**src/rtl/load_store_unit_if.sv**
```systemverilog
// Request, response and memory-side bus of the load/store unit.
// The unit connects through the slave modport. The CPU and memory side connects through the master modport.
interface load_store_unit_if;
    logic        req_valid;
    logic        req_ready;
    logic        req_write;
    logic [1:0]  req_size;
    logic        req_signed;
    logic [31:0] req_addr;
    logic [31:0] req_wdata;

    logic        rsp_valid;
    logic        rsp_ready;
    logic [31:0] rsp_rdata;
    logic        rsp_abort;

    logic [31:0] mem_address;
    logic        mem_write_en;
    logic [31:0] mem_write_data;
    logic [31:0] mem_read_data;

    modport master (
        output req_valid, req_write, req_size, req_signed, req_addr, req_wdata,
        output rsp_ready, mem_read_data,
        input  req_ready, rsp_valid, rsp_rdata, rsp_abort,
        input  mem_address, mem_write_en, mem_write_data
    );

    modport slave (
        input  req_valid, req_write, req_size, req_signed, req_addr, req_wdata,
        input  rsp_ready, mem_read_data,
        output req_ready, rsp_valid, rsp_rdata, rsp_abort,
        output mem_address, mem_write_en, mem_write_data
    );
endinterface

```
**src/rtl/load_store_unit.sv**
```systemverilog
// Single-outstanding load/store bus initiator: read-modify-write sub-word stores, extended sub-word loads, range/size aborts.
// Optional macro MISALIGN_ABORT_EN also aborts unaligned halfword/word requests.
module load_store_unit #(
    parameter int MEM_BYTES = 1024
) (
    input logic          clk,
    input logic          reset,
    load_store_unit_if.slave bus
);

    typedef enum logic [1:0] {IDLE, READ, WRITE, RESP} state_t;

    localparam logic [1:0]  SIZE_BYTE = 2'b00;
    localparam logic [1:0]  SIZE_HALF = 2'b01;
    localparam logic [1:0]  SIZE_WORD = 2'b10;
    localparam logic [1:0]  SIZE_BAD  = 2'b11;
    localparam logic [31:0] LAST_ADDR = 32'(MEM_BYTES - 4);

    state_t      state_q, state_d;
    logic        write_q, write_d;
    logic [1:0]  size_q, size_d;
    logic        sgn_q, sgn_d;
    logic [31:0] addr_q, addr_d;
    logic [31:0] wdata_q, wdata_d;
    logic [31:0] word_q, word_d;
    logic        abort_q, abort_d;

    logic        misaligned;
    logic        bad_req;
    logic [31:0] store_data;
    logic [31:0] load_data;

`ifdef MISALIGN_ABORT_EN
    assign misaligned = ((bus.req_size == SIZE_HALF) && bus.req_addr[0]) ||
                        ((bus.req_size == SIZE_WORD) && (bus.req_addr[1:0] != 2'b00));
`else
    assign misaligned = 1'b0;
`endif

    assign bad_req = (bus.req_size == SIZE_BAD) || (bus.req_addr > LAST_ADDR) || misaligned;

    always_comb begin
        state_d = state_q;
        write_d = write_q;
        size_d  = size_q;
        sgn_d   = sgn_q;
        addr_d  = addr_q;
        wdata_d = wdata_q;
        word_d  = word_q;
        abort_d = abort_q;
        case (state_q)
            IDLE: begin
                if (bus.req_valid) begin
                    write_d = bus.req_write;
                    size_d  = bus.req_size;
                    sgn_d   = bus.req_signed;
                    addr_d  = bus.req_addr;
                    wdata_d = bus.req_wdata;
                    word_d  = '0;
                    abort_d = bad_req;
                    if (bad_req)
                        state_d = RESP;
                    else if (!bus.req_write || (bus.req_size != SIZE_WORD))
                        state_d = READ;
                    else
                        state_d = WRITE;
                end
            end
            READ: begin
                word_d  = bus.mem_read_data;
                state_d = write_q ? WRITE : RESP;
            end
            WRITE:   state_d = RESP;
            RESP:    if (bus.rsp_ready) state_d = IDLE;
            default: state_d = IDLE;
        endcase
    end

    // Sub-word stores splice the new lanes into the word fetched during READ.
    always_comb begin
        case (size_q)
            SIZE_BYTE: store_data = {word_q[31:8], wdata_q[7:0]};
            SIZE_HALF: store_data = {word_q[31:16], wdata_q[15:0]};
            default:   store_data = wdata_q;
        endcase
    end

    always_comb begin
        case (size_q)
            SIZE_BYTE: load_data = {{24{sgn_q & word_q[7]}}, word_q[7:0]};
            SIZE_HALF: load_data = {{16{sgn_q & word_q[15]}}, word_q[15:0]};
            default:   load_data = word_q;
        endcase
    end

    always_ff @(posedge clk) begin
        if (reset) begin
            state_q <= IDLE;
            write_q <= 1'b0;
            size_q  <= '0;
            sgn_q   <= 1'b0;
            addr_q  <= '0;
            wdata_q <= '0;
            word_q  <= '0;
            abort_q <= 1'b0;
        end else begin
            state_q <= state_d;
            write_q <= write_d;
            size_q  <= size_d;
            sgn_q   <= sgn_d;
            addr_q  <= addr_d;
            wdata_q <= wdata_d;
            word_q  <= word_d;
            abort_q <= abort_d;
        end
    end

    // Outputs are gated by reset so a store caught in WRITE never commits during the reset cycle.
    assign bus.req_ready      = !reset && (state_q == IDLE);
    assign bus.rsp_valid      = !reset && (state_q == RESP);
    assign bus.rsp_abort      = !reset && (state_q == RESP) && abort_q;
    assign bus.rsp_rdata      = (!reset && (state_q == RESP) && !write_q && !abort_q) ? load_data : '0;
    assign bus.mem_address    = (!reset && ((state_q == READ) || (state_q == WRITE))) ? addr_q : '0;
    assign bus.mem_write_en   = !reset && (state_q == WRITE);
    assign bus.mem_write_data = (!reset && (state_q == WRITE)) ? store_data : '0;

endmodule

```
**src/flat_wrapper.sv**
```systemverilog
// flat-port wrapper written by rule: the top's interface ports become plain ports
module load_store_unit_flat 
#(
    parameter int MEM_BYTES = 1024
)
  (clk, reset, bus_req_valid, bus_req_write, bus_req_size, bus_req_signed, bus_req_addr, bus_req_wdata, bus_rsp_ready, bus_mem_read_data, bus_req_ready, bus_rsp_valid, bus_rsp_rdata, bus_rsp_abort, bus_mem_address, bus_mem_write_en, bus_mem_write_data);
  load_store_unit_if bus_i ();
  input logic clk;
  input logic reset;
  input wire logic [$bits(bus_i.req_valid)-1:0] bus_req_valid;
  input wire logic [$bits(bus_i.req_write)-1:0] bus_req_write;
  input wire logic [$bits(bus_i.req_size)-1:0] bus_req_size;
  input wire logic [$bits(bus_i.req_signed)-1:0] bus_req_signed;
  input wire logic [$bits(bus_i.req_addr)-1:0] bus_req_addr;
  input wire logic [$bits(bus_i.req_wdata)-1:0] bus_req_wdata;
  input wire logic [$bits(bus_i.rsp_ready)-1:0] bus_rsp_ready;
  input wire logic [$bits(bus_i.mem_read_data)-1:0] bus_mem_read_data;
  output wire logic [$bits(bus_i.req_ready)-1:0] bus_req_ready;
  output wire logic [$bits(bus_i.rsp_valid)-1:0] bus_rsp_valid;
  output wire logic [$bits(bus_i.rsp_rdata)-1:0] bus_rsp_rdata;
  output wire logic [$bits(bus_i.rsp_abort)-1:0] bus_rsp_abort;
  output wire logic [$bits(bus_i.mem_address)-1:0] bus_mem_address;
  output wire logic [$bits(bus_i.mem_write_en)-1:0] bus_mem_write_en;
  output wire logic [$bits(bus_i.mem_write_data)-1:0] bus_mem_write_data;
  assign bus_i.req_valid = bus_req_valid;
  assign bus_i.req_write = bus_req_write;
  assign bus_i.req_size = bus_req_size;
  assign bus_i.req_signed = bus_req_signed;
  assign bus_i.req_addr = bus_req_addr;
  assign bus_i.req_wdata = bus_req_wdata;
  assign bus_i.rsp_ready = bus_rsp_ready;
  assign bus_i.mem_read_data = bus_mem_read_data;
  assign bus_req_ready = bus_i.req_ready;
  assign bus_rsp_valid = bus_i.rsp_valid;
  assign bus_rsp_rdata = bus_i.rsp_rdata;
  assign bus_rsp_abort = bus_i.rsp_abort;
  assign bus_mem_address = bus_i.mem_address;
  assign bus_mem_write_en = bus_i.mem_write_en;
  assign bus_mem_write_data = bus_i.mem_write_data;
  load_store_unit #(.MEM_BYTES(MEM_BYTES)) u_core (.clk(clk), .reset(reset), .bus(bus_i));
endmodule
```
**config.mk**
```make
export PLATFORM = sky130hd
export DESIGN_NAME = load_store_unit_flat
export DESIGN_NICKNAME = d
export VERILOG_FILES = /design/src/rtl/load_store_unit_if.sv /design/src/rtl/load_store_unit.sv /design/src/flat_wrapper.sv
export SDC_FILE = /design/constraint.sdc
export NUM_CORES = 1
export LEC_CHECK = 0
export BUFFER_PORTS_ARGS = -buffer_cell sky130_fd_sc_hd__buf_4
export CELL_PAD_IN_SITES_DETAIL_PLACEMENT = 1
export CELL_PAD_IN_SITES_GLOBAL_PLACEMENT = 2
export CORE_MARGIN = 5
export CORE_UTILIZATION = 27
export DETAILED_ROUTE_END_ITERATION = 8
export PLACE_DENSITY_LB_ADDON = 0.2
export RECOVER_POWER = 25
export SLEW_MARGIN = 15
export SYNTH_ARGS = -nofsm -noshare
export SYNTH_HDL_FRONTEND = slang
export SYNTH_SLANG_ARGS = --single-unit
```
**constraint.sdc**
```tcl
create_clock -name clk -period 3.1 [get_ports clk]
set_input_delay 0.62 -clock clk [delete_from_list [all_inputs] [get_ports clk]]
set_output_delay 0.62 -clock clk [all_outputs]
set_load 0.005 [all_outputs]
```
After elaboration in Yosys (flattened, before gate mapping)
Cells that the tools add are included.
Storage, ports and cells
  bits of input ports: 104
  latch bits: 0
  register bits: 103
  memories: 0
  ROM bits: 0
  word-level logic and storage cells: 52
  output and inout bits: 100
  RAM bits: 0
Operators by class
  multipliers: 0
  bitwise gates (word level): 2
  reduce and logical (&&, ||, !) cells: 20
  add/subtract/negate cells: 0
  mux-type cells: 13
  $lt $le $gt $ge: 1
  divide/modulo/power cells: 0
  shift operators: 0
  equal/unequal tests: 8
Operators with widths (count)
  one-hot mux 32 bit (2 select lines): 3
  2-to-1 mux 32 bit: 4
  greater-than comparator 32 x 10 -> 1 bit, second input constant: 1
  2-to-1 mux 2 bit: 4
  one-hot mux 2 bit (4 select lines): 1
  logical AND 1 bit: 7
  equality test 2 bit, second input constant: 3
  != test 2 bit, second input constant: 3
  AND reduction 2 bit: 3
  equality test 2 x 1 -> 1 bit, second input constant: 2
  zero test 1 bit: 4
  zero test 2 bit: 2
  logical OR 1 bit: 3
  AND 1 bit: 2
  nonzero test 2 bit: 1
  2-to-1 mux 1 bit: 1

Depth between registers and ports, before layout
Gate-level depths: netlist of run 1.
  depth in word-level cells: 6
  mapped depth: 9
  mapped depth without buffers: 6

Worst setup path after synthesis of run 1
Ideal clock, no wire load.
  path type: input port to output port
  start: in reset
  end: out bus_rsp_rdata[21]
  buffers on the path: 2
  slack: 1001 ps
  arrival time: 1479 ps
  data required time: 2480 ps
  stages on the path: 6
  cells stage by stage: buf_6 nand2b_4 nor3_4 o21ai_2 buf_6 a21oi_2
Between the ends
  longest elaborated chain between the ends: 5
RTL lines
  start, declared: RTL line flat_wrapper.sv:9  | input logic reset;
  zero test 1 bit: RTL line load_store_unit.sv:122  | assign bus.rsp_rdata = (!reset && (state_q == RESP) && !write_q && !abort_q) ? load_data : '0;
  logical AND 1 bit (3 in a row): RTL line load_store_unit.sv:122
  2-to-1 mux 32 bit: RTL line load_store_unit.sv:122
  end, declared: RTL line flat_wrapper.sv:20  | output wire logic [$bits(bus_i.rsp_rdata)-1:0] bus_rsp_rdata;
No other way between the ends.

Worst setup path after layout of run 1
  start: reg u_core.state_q[0]
  end: out bus_rsp_rdata[16]
Between the ends
  longest elaborated chain between the ends: 5
RTL lines
  start, declared: RTL line load_store_unit.sv:19  | state_t state_q, state_d;
  start signal, assigned: RTL line load_store_unit.sv:107  | state_q <= state_d;
  equality test 2 bit: RTL line load_store_unit.sv:122
  logical AND 1 bit (3 in a row): RTL line load_store_unit.sv:122
  2-to-1 mux 32 bit: RTL line load_store_unit.sv:122
No other way between the ends.

==> results of run 1 <==
-- metrics by stage --
stage	power, W	hold slack (ns)	cell area, µm²	std cells	worst slack (ns)
after floorplan	0.00271	0.432	4740	627	1.00
after global placement	0.00321	0.438	6400	1016	0.578
after detailed placement	0.00326	0.446	6400	1016	0.502
after CTS	0.00453	0.454	6730	1032	0.314
after global routing	0.00475	0.476	6720	1032	0.180
final	0.00443	0.450	6720	1032	0.357
-- flip-flops by register name (all words and copies together), names as in the netlist --
signal	flops
u_core.abort_q	1
u_core.addr_q	32
u_core.sgn_q	1
u_core.write_q	1
u_core.size_q	2
u_core.state_q	2
u_core.word_q	32
u_core.wdata_q	32
-- cell usage in the layout, fill, tap and decap left out, types with 10 or more instances in the layout --
cell type  netlist  layout
nor2_1          53      53
a21oi_1         91      91
buf_4            2     210
mux2i_1         18      18
a22oi_1         32      32
and2_1          51      49
nand2_1        162     162
a21oi_2         10      10
dfxtp_1        103     102
inv_1           22      22
-- cell type report --
class | instances | area share (%)
Clock buffer | 11 | 3.61
Tap cell | 225 | 4.19
Timing Repair Buffer | 213 | 24.0
Inverter | 23 | 1.29
Sequential cell | 103 | 30.7
Clock inverter | 5 | 1.21
Multi-Input combinational cell | 452 | 35.0
-- worst max-delay path, delay by kind of cell (launching register included) --
kind | cells | cell delay, ns
DFF | 1 | 0.39
adders and majority gates | 1 | 0.21
and+or+nand+nor | 2 | 0.41
AOI/OAI and AO/OA | 2 | 0.63
buffers and inverters | 1 | 0.14
-- power breakdown --
part	leakage (nW)	internal, W	total [W]	switching, W
clock	0.156	0.000731	0.00124	0.000510
combinational	1.79	0.000551	0.00145	0.000897
sequential	0.842	0.00157	0.00174	0.000175
total	2.79	0.00285	0.00443	0.00158
-- worst min-delay path by stage --
stage,start,end,slack (ns),cells after the start
after floorplan,u_core.addr_q[0],u_core.addr_q[0],0.43,2
after global placement,u_core.addr_q[16],u_core.addr_q[16],0.44,2
after detailed placement,u_core.addr_q[11],u_core.addr_q[11],0.45,2
after CTS,u_core.addr_q[11],u_core.addr_q[11],0.45,2
after global routing,u_core.addr_q[20],u_core.addr_q[20],0.48,2
final,u_core.addr_q[11],u_core.addr_q[11],0.45,2
-- kinds of logic (layout without fill, tap and decap cells) --
group | count (synthesis) | count (layout) | share of synthesized area (%)
compound gates | 143 | 143 | 18.0
fa+ha+maj | 4 | 4 | 1.06
buf+inv | 72 | 252 | 6.81
flops | 103 | 103 | 43.5
mux | 18 | 18 | 3.80
simple gates | 287 | 287 | 26.9
-- routing by layer --
| layer | wire length, µm | part of all wire (%) | global-route usage [%] | vias to the layer above |
|---|---|---|---|---|
| met5 | 0 | 0 | 0 | - |
| met4 | 199 | 1.2 | 4.50 | 0 |
| met3 | 1180 | 6.8 | 4.94 | 11 |
| met2 | 8180 | 48 | 27.6 | 120 |
| met1 | 7610 | 44 | 20.7 | 2331 |
| li1 | - | - | - | 2400 |
==> flow_summary.toml, run 1 <==
[synthesis]
yosys.area.top_type_share_pct = 43.5
synthArstFlopShare_pct = 0
synth_most_common_cell = "nand2_1"
synthTopCellsByArea = "dfxtp_1 (43%), nand2_1 (13%), a21oi_1 (9.6%)"
synthCells = 627
synth_common_cells = "nand2_1 (162), dfxtp_1 (103), a21oi_1 (91)"
syn_nets = 735
synth-seq-area-share_pct = 43.5
synth.avg_cell_area_um2 = 7.56
syn_area_um2 = 4740
synth_enable_flop_cells = 0
synth.distinct_cells = 35
synth_warnings = 0
synth_ff_type = "dfxtp_1"
yosysTopAreaCell = "dfxtp_1"
synth-seq-cells = 103

[final_layout]
finalNetCount = 910
fillers = 2112
drive_gt1_share_pct = 30.4
antennaDiodeCount = 0
area_growth_pct = 41.7
final_core_util_pct = 39.0
regArea_um2 = 2060
multi_input_area_um2 = 2350

[critical_path]
worstSetupPathType = "flop to primary output"
r2r_cells = 7
timing.critical_path.from = "u_core.state_q[0]"
worstPathRequired_ns = 2.48
cp.arrival_ns = 2.12
critical-path-max-stage-delay_ns = 0.39
worstPathMaxFanout = 16
worst_setup_path_end_kind = "primary output"
start_kind = "flop"
reg2reg_slack_ns = 0.49
critPathSlowestCell = "dfxtp_1"
worstReg2RegEnd = "u_core.word_q[11]"
timing.rr.start = "u_core.state_q[0]"
crit_end = "bus_rsp_rdata[16]"
path_cells = "ha_1 -> nand2b_2 -> nor3_4 -> o21ai_2 -> a21oi_1 -> buf_4"

[timing]
worst_pin_slew_ns = 0.996
tns_ns = 0
finalSetupViolCount = 0
post-route-period-util_pct = 88.5
max_freq_mhz = 365
fin_crit_ns = 2.74
relSlewSlack_pct = 33.6
final_hold_viol_count = 0
skew_ns = 0.00424
rsz0062_at_grt = "no"
report.final.slew_viol_count = 0

[clock_tree]
holdBufCountCts = 0
cts_made_buffers = 9
htreeDepth = 3
cts_setup_buffers = 0
clock-root-buffer = "clkbuf_16"
insertion_delay_ns = 0.34
clkTransAtPathRegs_ns = 0.07
clkSinkCount = 103
cts_tree = "yes"
clockBufferDepth = 2
post_cts_resized = 0

[die]
die_w_um = 143
die-height_um = 143
initial_core_util_pct = 27.5
core_area_um2 = 17200
rows = 48
io_pins = 204
die_area_um2 = 20300

[pwr]
power_density_nw_per_um2 = 660
peakVddDrop_mv = 0.276
p_leak_nw = 2.79

[detailed_routing]
drt-total-wl_mm = 17.2
drtPass1Iterations = 4
vias_per_cell = 4.71
drcViolationCount = 0
wl_per_cell_um = 16.6
drt_iter0_drc = 156
vias = 4862
antenna_left = 0

[grt]
grt_antenna_before_repair = 0
grt_pass1_wl_mm = 26.9
track_usage_pct = 16.5
grt_max_degree = 62
grt_pass1_vias = 5094
grt_overflow = 0

[flow_run]
maxCapViolations = 0

[outcome]
status = "completed"

[placement]
io_buffers = 203
dp_hpwl_mm = 12.7
place_congestion = 0.817

[worst_hold_path]
hold_path_class = "flop to flop"
No activity file was read; power rests on OpenSTA's default activity.
==> run 2, diff against run 1 <==
--- a/config.mk
+++ b/config.mk
@@ -11,7 +11,7 @@
 export CORE_MARGIN = 5
 export CORE_UTILIZATION = 27
 export DETAILED_ROUTE_END_ITERATION = 8
-export PLACE_DENSITY_LB_ADDON = 0.2
+export PLACE_DENSITY = 0.94
 export RECOVER_POWER = 25
 export SLEW_MARGIN = 15
 export SYNTH_ARGS = -nofsm -noshare
==> run 2 against run 1 <==
Against the previous run: the run now ends with max-capacitance violations, max-slew violations left; register-to-register slack improved by 0.17 ns; critical endpoint is now bus_rsp_rdata[19]; total power fell by 4.7%; critical path depth fell by 1; flip-flop and latch count did not move; non-clock buffer count rose by 1; largest cell class unchanged; first-iteration DRC count rose by 56%; clock power fell by 18%; routed wire length fell by 2.5%; die area did not move; global-route usage fell by 0.52 points; highest routed layer unchanged; clock skew rose by 0.00076 ns; cell area fell by 0.89%.
==> flow_summary.toml, run 2 (synthesized netlist as in run 1, its figures left out) <==
[final_layout]
area_growth_pct = 40.4
drive_gt1_share_pct = 30.1
finalNetCount = 911
final_cell_mix = "buf_4 (211), nand2_1 (161), dfxtp_1 (102)"
largestRegisters = "u_core.addr_q: 32 flops, u_core.wdata_q: 32 flops, u_core.word_q: 32 flops"
final_core_util_pct = 38.6
stdcell_area_um2 = 6660
final_common_cell = "buf_4"
fillers = 2134

[detailed_routing]
vias_per_cell = 4.63
drt-total-wl_mm = 16.7
drtPass1Iterations = 4
wl_per_cell_um = 16.2
drcViolationCount = 0
antenna_left = 0
drt_iter0_drc = 244
vias = 4781

[die]
core_area_um2 = 17200
io_pins = 204
die_w_um = 143
die_area_um2 = 20300
die-height_um = 143
initial_core_util_pct = 27.5
rows = 48

[timing]
fin_crit_ns = 2.69
worst_pin_slew_ns = 1.53
skew_ns = 0.00500
max_freq_mhz = 372
finalSetupViolCount = 0
tns_ns = 0
relSlewSlack_pct = -1.99
post-route-period-util_pct = 86.8
rsz0062_at_grt = "no"
report.final.slew_viol_count = 69
final_hold_viol_count = 0

[placement]
io_buffers = 203
place_congestion = 0.739
dp_hpwl_mm = 12.2
dpl-instance-area_um2 = 6410

[grt]
track_usage_pct = 16.0
grt_max_degree = 69
grt_pass1_wl_mm = 25.7
grt_pass1_vias = 4827
grt_overflow = 0
grt_antenna_before_repair = 1

[worst_hold_path]
hold_depth = 2
hold_path_class = "flop to flop"

[pwr]
peakVddDrop_mv = 0.295
power_density_nw_per_um2 = 635
p_leak_nw = 2.76

[clock_tree]
clockBufferDepth = 2
insertion_delay_ns = 0.34
post_cts_resized = 0
htreeDepth = 3
holdBufCountCts = 0
clkSinkCount = 103
cts_tree = "yes"
clock-root-buffer = "clkbuf_16"
cts_made_buffers = 9
clkTransAtPathRegs_ns = 0.07
cts_setup_buffers = 0

[critical_path]
worstReg2RegEnd = "u_core.wdata_q[10]"
timing.critical_path.from = "u_core.size_q[0]"
worstSetupPathType = "flop to primary output"
timing.rr.start = "u_core.state_q[0]"
crit_end = "bus_rsp_rdata[19]"
r2r_cells = 6
worstPathMaxFanout = 16
start_kind = "flop"
reg2reg_slack_ns = 0.66
worstPathRequired_ns = 2.48
worst_setup_path_end_kind = "primary output"
cp.arrival_ns = 2.07

[flow_run]
maxCapViolations = 1

[outcome]
violations = "max-capacitance violations, max-slew violations"
status = "finished, violations left"
==> run 2: cell count changes in the layout (fill, tap and decap cells not counted), sizes merged <==
cell      previous run  this run
buf                211       212
bufinv               2         0
clkbuf              13        14
clkinvlp             1         0
diode                0         1
==> run 2: worst max-delay path: stages (launching register included) <==
cell and delay [ns]:
dfxtp_1 0.42, mux2i_1 0.21, nor2b_1 0.07, o21ai_2 0.74
a21oi_1 0.09, buf_4 0.19
==> run 2: layout make-up <==
class | instances | area (µm²) | area share (%)
well taps | 225 | 282 | 4.23
multi-input cells | 452 | 2360 | 35.5
repair buffers | 214 | 1620 | 24.3
clock inverters | 2 | 10.0 | 0.150
flip-flops and latches | 103 | 2060 | 31.0
clock buffers | 12 | 236 | 3.55
diodes | 1 | 2.50 | 0.0376
inverters | 23 | 86.3 | 1.30
==> run 2: per-layer routing <==
metal  global-route usage, %  wire length, µm
met3                    4.81             1330
met5                       0                0
met2                    26.5             8020
met1                    19.6             6990
met4                    6.00              402
==> run 2: metrics by stage <==
stage / hold WS, ns / cells / power (W) / setup WS [ns]
after global routing: 0.463 / 1032 / 0.00455 / 0.213
after global placement: 0.438 / 1017 / 0.00325 / 0.576
after detailed placement: 0.444 / 1017 / 0.00328 / 0.538
after floorplan: 0.432 / 627 / 0.00271 / 1.00
after CTS: 0.453 / 1031 / 0.00432 / 0.358
final: 0.451 / 1032 / 0.00423 / 0.411
==> run 2: power by group <==
group | leakage (nW) | internal [W] | switching, W
Sequential | 0.842 | 0.00157 | 0.000149
Combinational | 1.80 | 0.000568 | 0.000919
Clock | 0.122 | 0.000535 | 0.000486
Total | 2.76 | 0.00267 | 0.00155
==> run 2: worst min path at each step <==
| stage | endpoint | from | slack [ns] |
|---|---|---|---|
| 6_report | u_core.addr_q[15] | u_core.addr_q[15] | 0.45 |
| 5_1_grt | u_core.addr_q[2] | u_core.addr_q[2] | 0.46 |
| 4_1_cts | u_core.addr_q[2] | u_core.addr_q[2] | 0.45 |
| 3_5_place_dp | u_core.addr_q[2] | u_core.addr_q[2] | 0.44 |
| 3_3_place_gp | u_core.addr_q[17] | u_core.addr_q[17] | 0.44 |
| 2_1_floorplan | u_core.addr_q[0] | u_core.addr_q[0] | 0.43 |
==> run 3, diff against run 2 <==
--- a/config.mk
+++ b/config.mk
@@ -11,7 +11,7 @@
 export CORE_MARGIN = 5
 export CORE_UTILIZATION = 27
 export DETAILED_ROUTE_END_ITERATION = 8
-export PLACE_DENSITY = 0.94
+export PLACE_DENSITY = 0.82
 export RECOVER_POWER = 25
 export SLEW_MARGIN = 15
 export SYNTH_ARGS = -nofsm -noshare
==> run 3 against run 2 <==
Against the previous run: the flow now finishes without violations; sequential share of layout area down 0.18 points; cell area up 0.58%; clock-buffer cell count up 1; register-to-register slack got worse by 0.08 ns; largest power group unchanged.
==> flow_summary.toml, run 3 (synthesized netlist as in run 1, its figures left out) <==
[clock_tree]
post_cts_resized = 0
cts_setup_buffers = 0
htreeDepth = 3
clkTransAtPathRegs_ns = 0.07
insertion_delay_ns = 0.34
holdBufCountCts = 0
cts_made_buffers = 9
cts_tree = "yes"
clockBufferDepth = 2
clock-root-buffer = "clkbuf_16"
clkSinkCount = 103

[detailed_routing]
met3WireLength_mm = 1.16
vias = 4857
wl_met2_mm = 8.67
drt-total-wl_mm = 17.5
highest_layer = "met4"
drtPass1Iterations = 4
antenna_left = 0
drt_iter0_drc = 199
wl_per_cell_um = 16.9
m1WireLength_mm = 7.32
vias_per_cell = 4.71
drcViolationCount = 0

[worst_hold_path]
hold_path_class = "flop to flop"

[timing]
post-route-period-util_pct = 88.5
finalSetupViolCount = 0
relSlewSlack_pct = 4.23
max_freq_mhz = 365
final_hold_viol_count = 0
rsz0062_at_grt = "no"
skew_ns = 0.00578
tns_ns = 0
fin_crit_ns = 2.74
report.final.slew_viol_count = 0
worst_pin_slew_ns = 1.44

[placement]
dp_hpwl_mm = 13.0
io_buffers = 203
place_congestion = 0.838

[grt]
track_usage_pct = 17.0
grt_max_degree = 59
grt_pass1_vias = 5372
grt_pass1_wl_mm = 27.8
grt_antenna_before_repair = 0
grt_overflow = 0

[critical_path]
worstSetupPathType = "flop to primary output"
worst_setup_path_end_kind = "primary output"
worstPathMaxFanout = 16
cp.arrival_ns = 2.12
worstPathRequired_ns = 2.48
start_kind = "flop"

[flow_run]
maxCapViolations = 0

[final_layout]
final_core_util_pct = 38.9
final_common_cell = "buf_4"
area_growth_pct = 41.2
final_cell_mix = "buf_4 (209), nand2_1 (162), dfxtp_1 (102)"
largestRegisters = "u_core.addr_q: 32 flops, u_core.wdata_q: 32 flops, u_core.word_q: 32 flops"
drive_gt1_share_pct = 30.4
antennaDiodeCount = 0
finalNetCount = 910

[die]
die-height_um = 143
die_w_um = 143
io_pins = 204
rows = 48
core_area_um2 = 17200
die_area_um2 = 20300
initial_core_util_pct = 27.5

[pwr]
power_density_nw_per_um2 = 650
p_leak_nw = 2.77
peakVddDrop_mv = 0.433

[outcome]
status = "completed"
[run 3: cell count changes in the layout (fill, tap and decap cells not counted), moves of 2 or more]
cell,delta
buf_4,-2
clkbuf_1,-2
clkbuf_8,+4
clkinv_4,+2
and2_1,+2
clkinv_2,-2
[run 3: worst max-delay path: stages (launching register included)]
cell and delay, ns:
dfxtp_1 0.39, ha_1 0.22, nand2b_2 0.10, nor3_4 0.31
o21ai_2 0.36, a21oi_1 0.25, buf_4 0.14
[run 3: area by class of cell]
| type | instances | area, µm² |
|---|---|---|
| inverter | 23 | 86.3 |
| tap | 225 | 282 |
| sequential | 103 | 2060 |
| clock buffer | 13 | 280 |
| multi-input combinational | 452 | 2350 |
| fill | 2120 | 10500 |
| timing repair buffer | 213 | 1610 |
| clock inverter | 3 | 25.0 |
[run 3: through the flow]
step                      hold slack (ns)  setup slack [ns]  instances  instance area, µm²  power, W
after floorplan                     0.432              1.00        627                4740   0.00271
after global placement              0.438             0.583       1016                6410   0.00321
after detailed placement            0.445             0.500       1016                6410   0.00328
after CTS                           0.455             0.309       1032                6710   0.00445
after global routing                0.473             0.141       1032                6700   0.00468
final                               0.454             0.357       1032                6700   0.00435
[run 3: final timing paths]
kind / startpoint / endpoint / slack [ns] / depth (start not counted)
setup / recovery: u_core.state_q[0] / bus_rsp_rdata[20] / 0.36 / 6
hold / removal: u_core.addr_q[31] / u_core.addr_q[31] / 0.45 / 2
setup reg to reg: u_core.state_q[0] / u_core.addr_q[14] / 0.58 / 6
hold reg to reg: u_core.addr_q[31] / u_core.addr_q[31] / 0.45 / 2
[run 3: per-layer routing]
metal / vias to the layer above / track usage, %
li1: 2398 / -
met1: 2309 / 20.1
met2: 129 / 29.9
met3: 21 / 5.31
met4: 0 / 4.65
met5: - / 0
[run 3: where the power goes]
part	leakage (nW)	internal (W)	switching [W]	total [W]
combinational	1.79	0.000555	0.000926	0.00148
clock	0.148	0.000636	0.000511	0.00115
sequential	0.842	0.00157	0.000157	0.00172
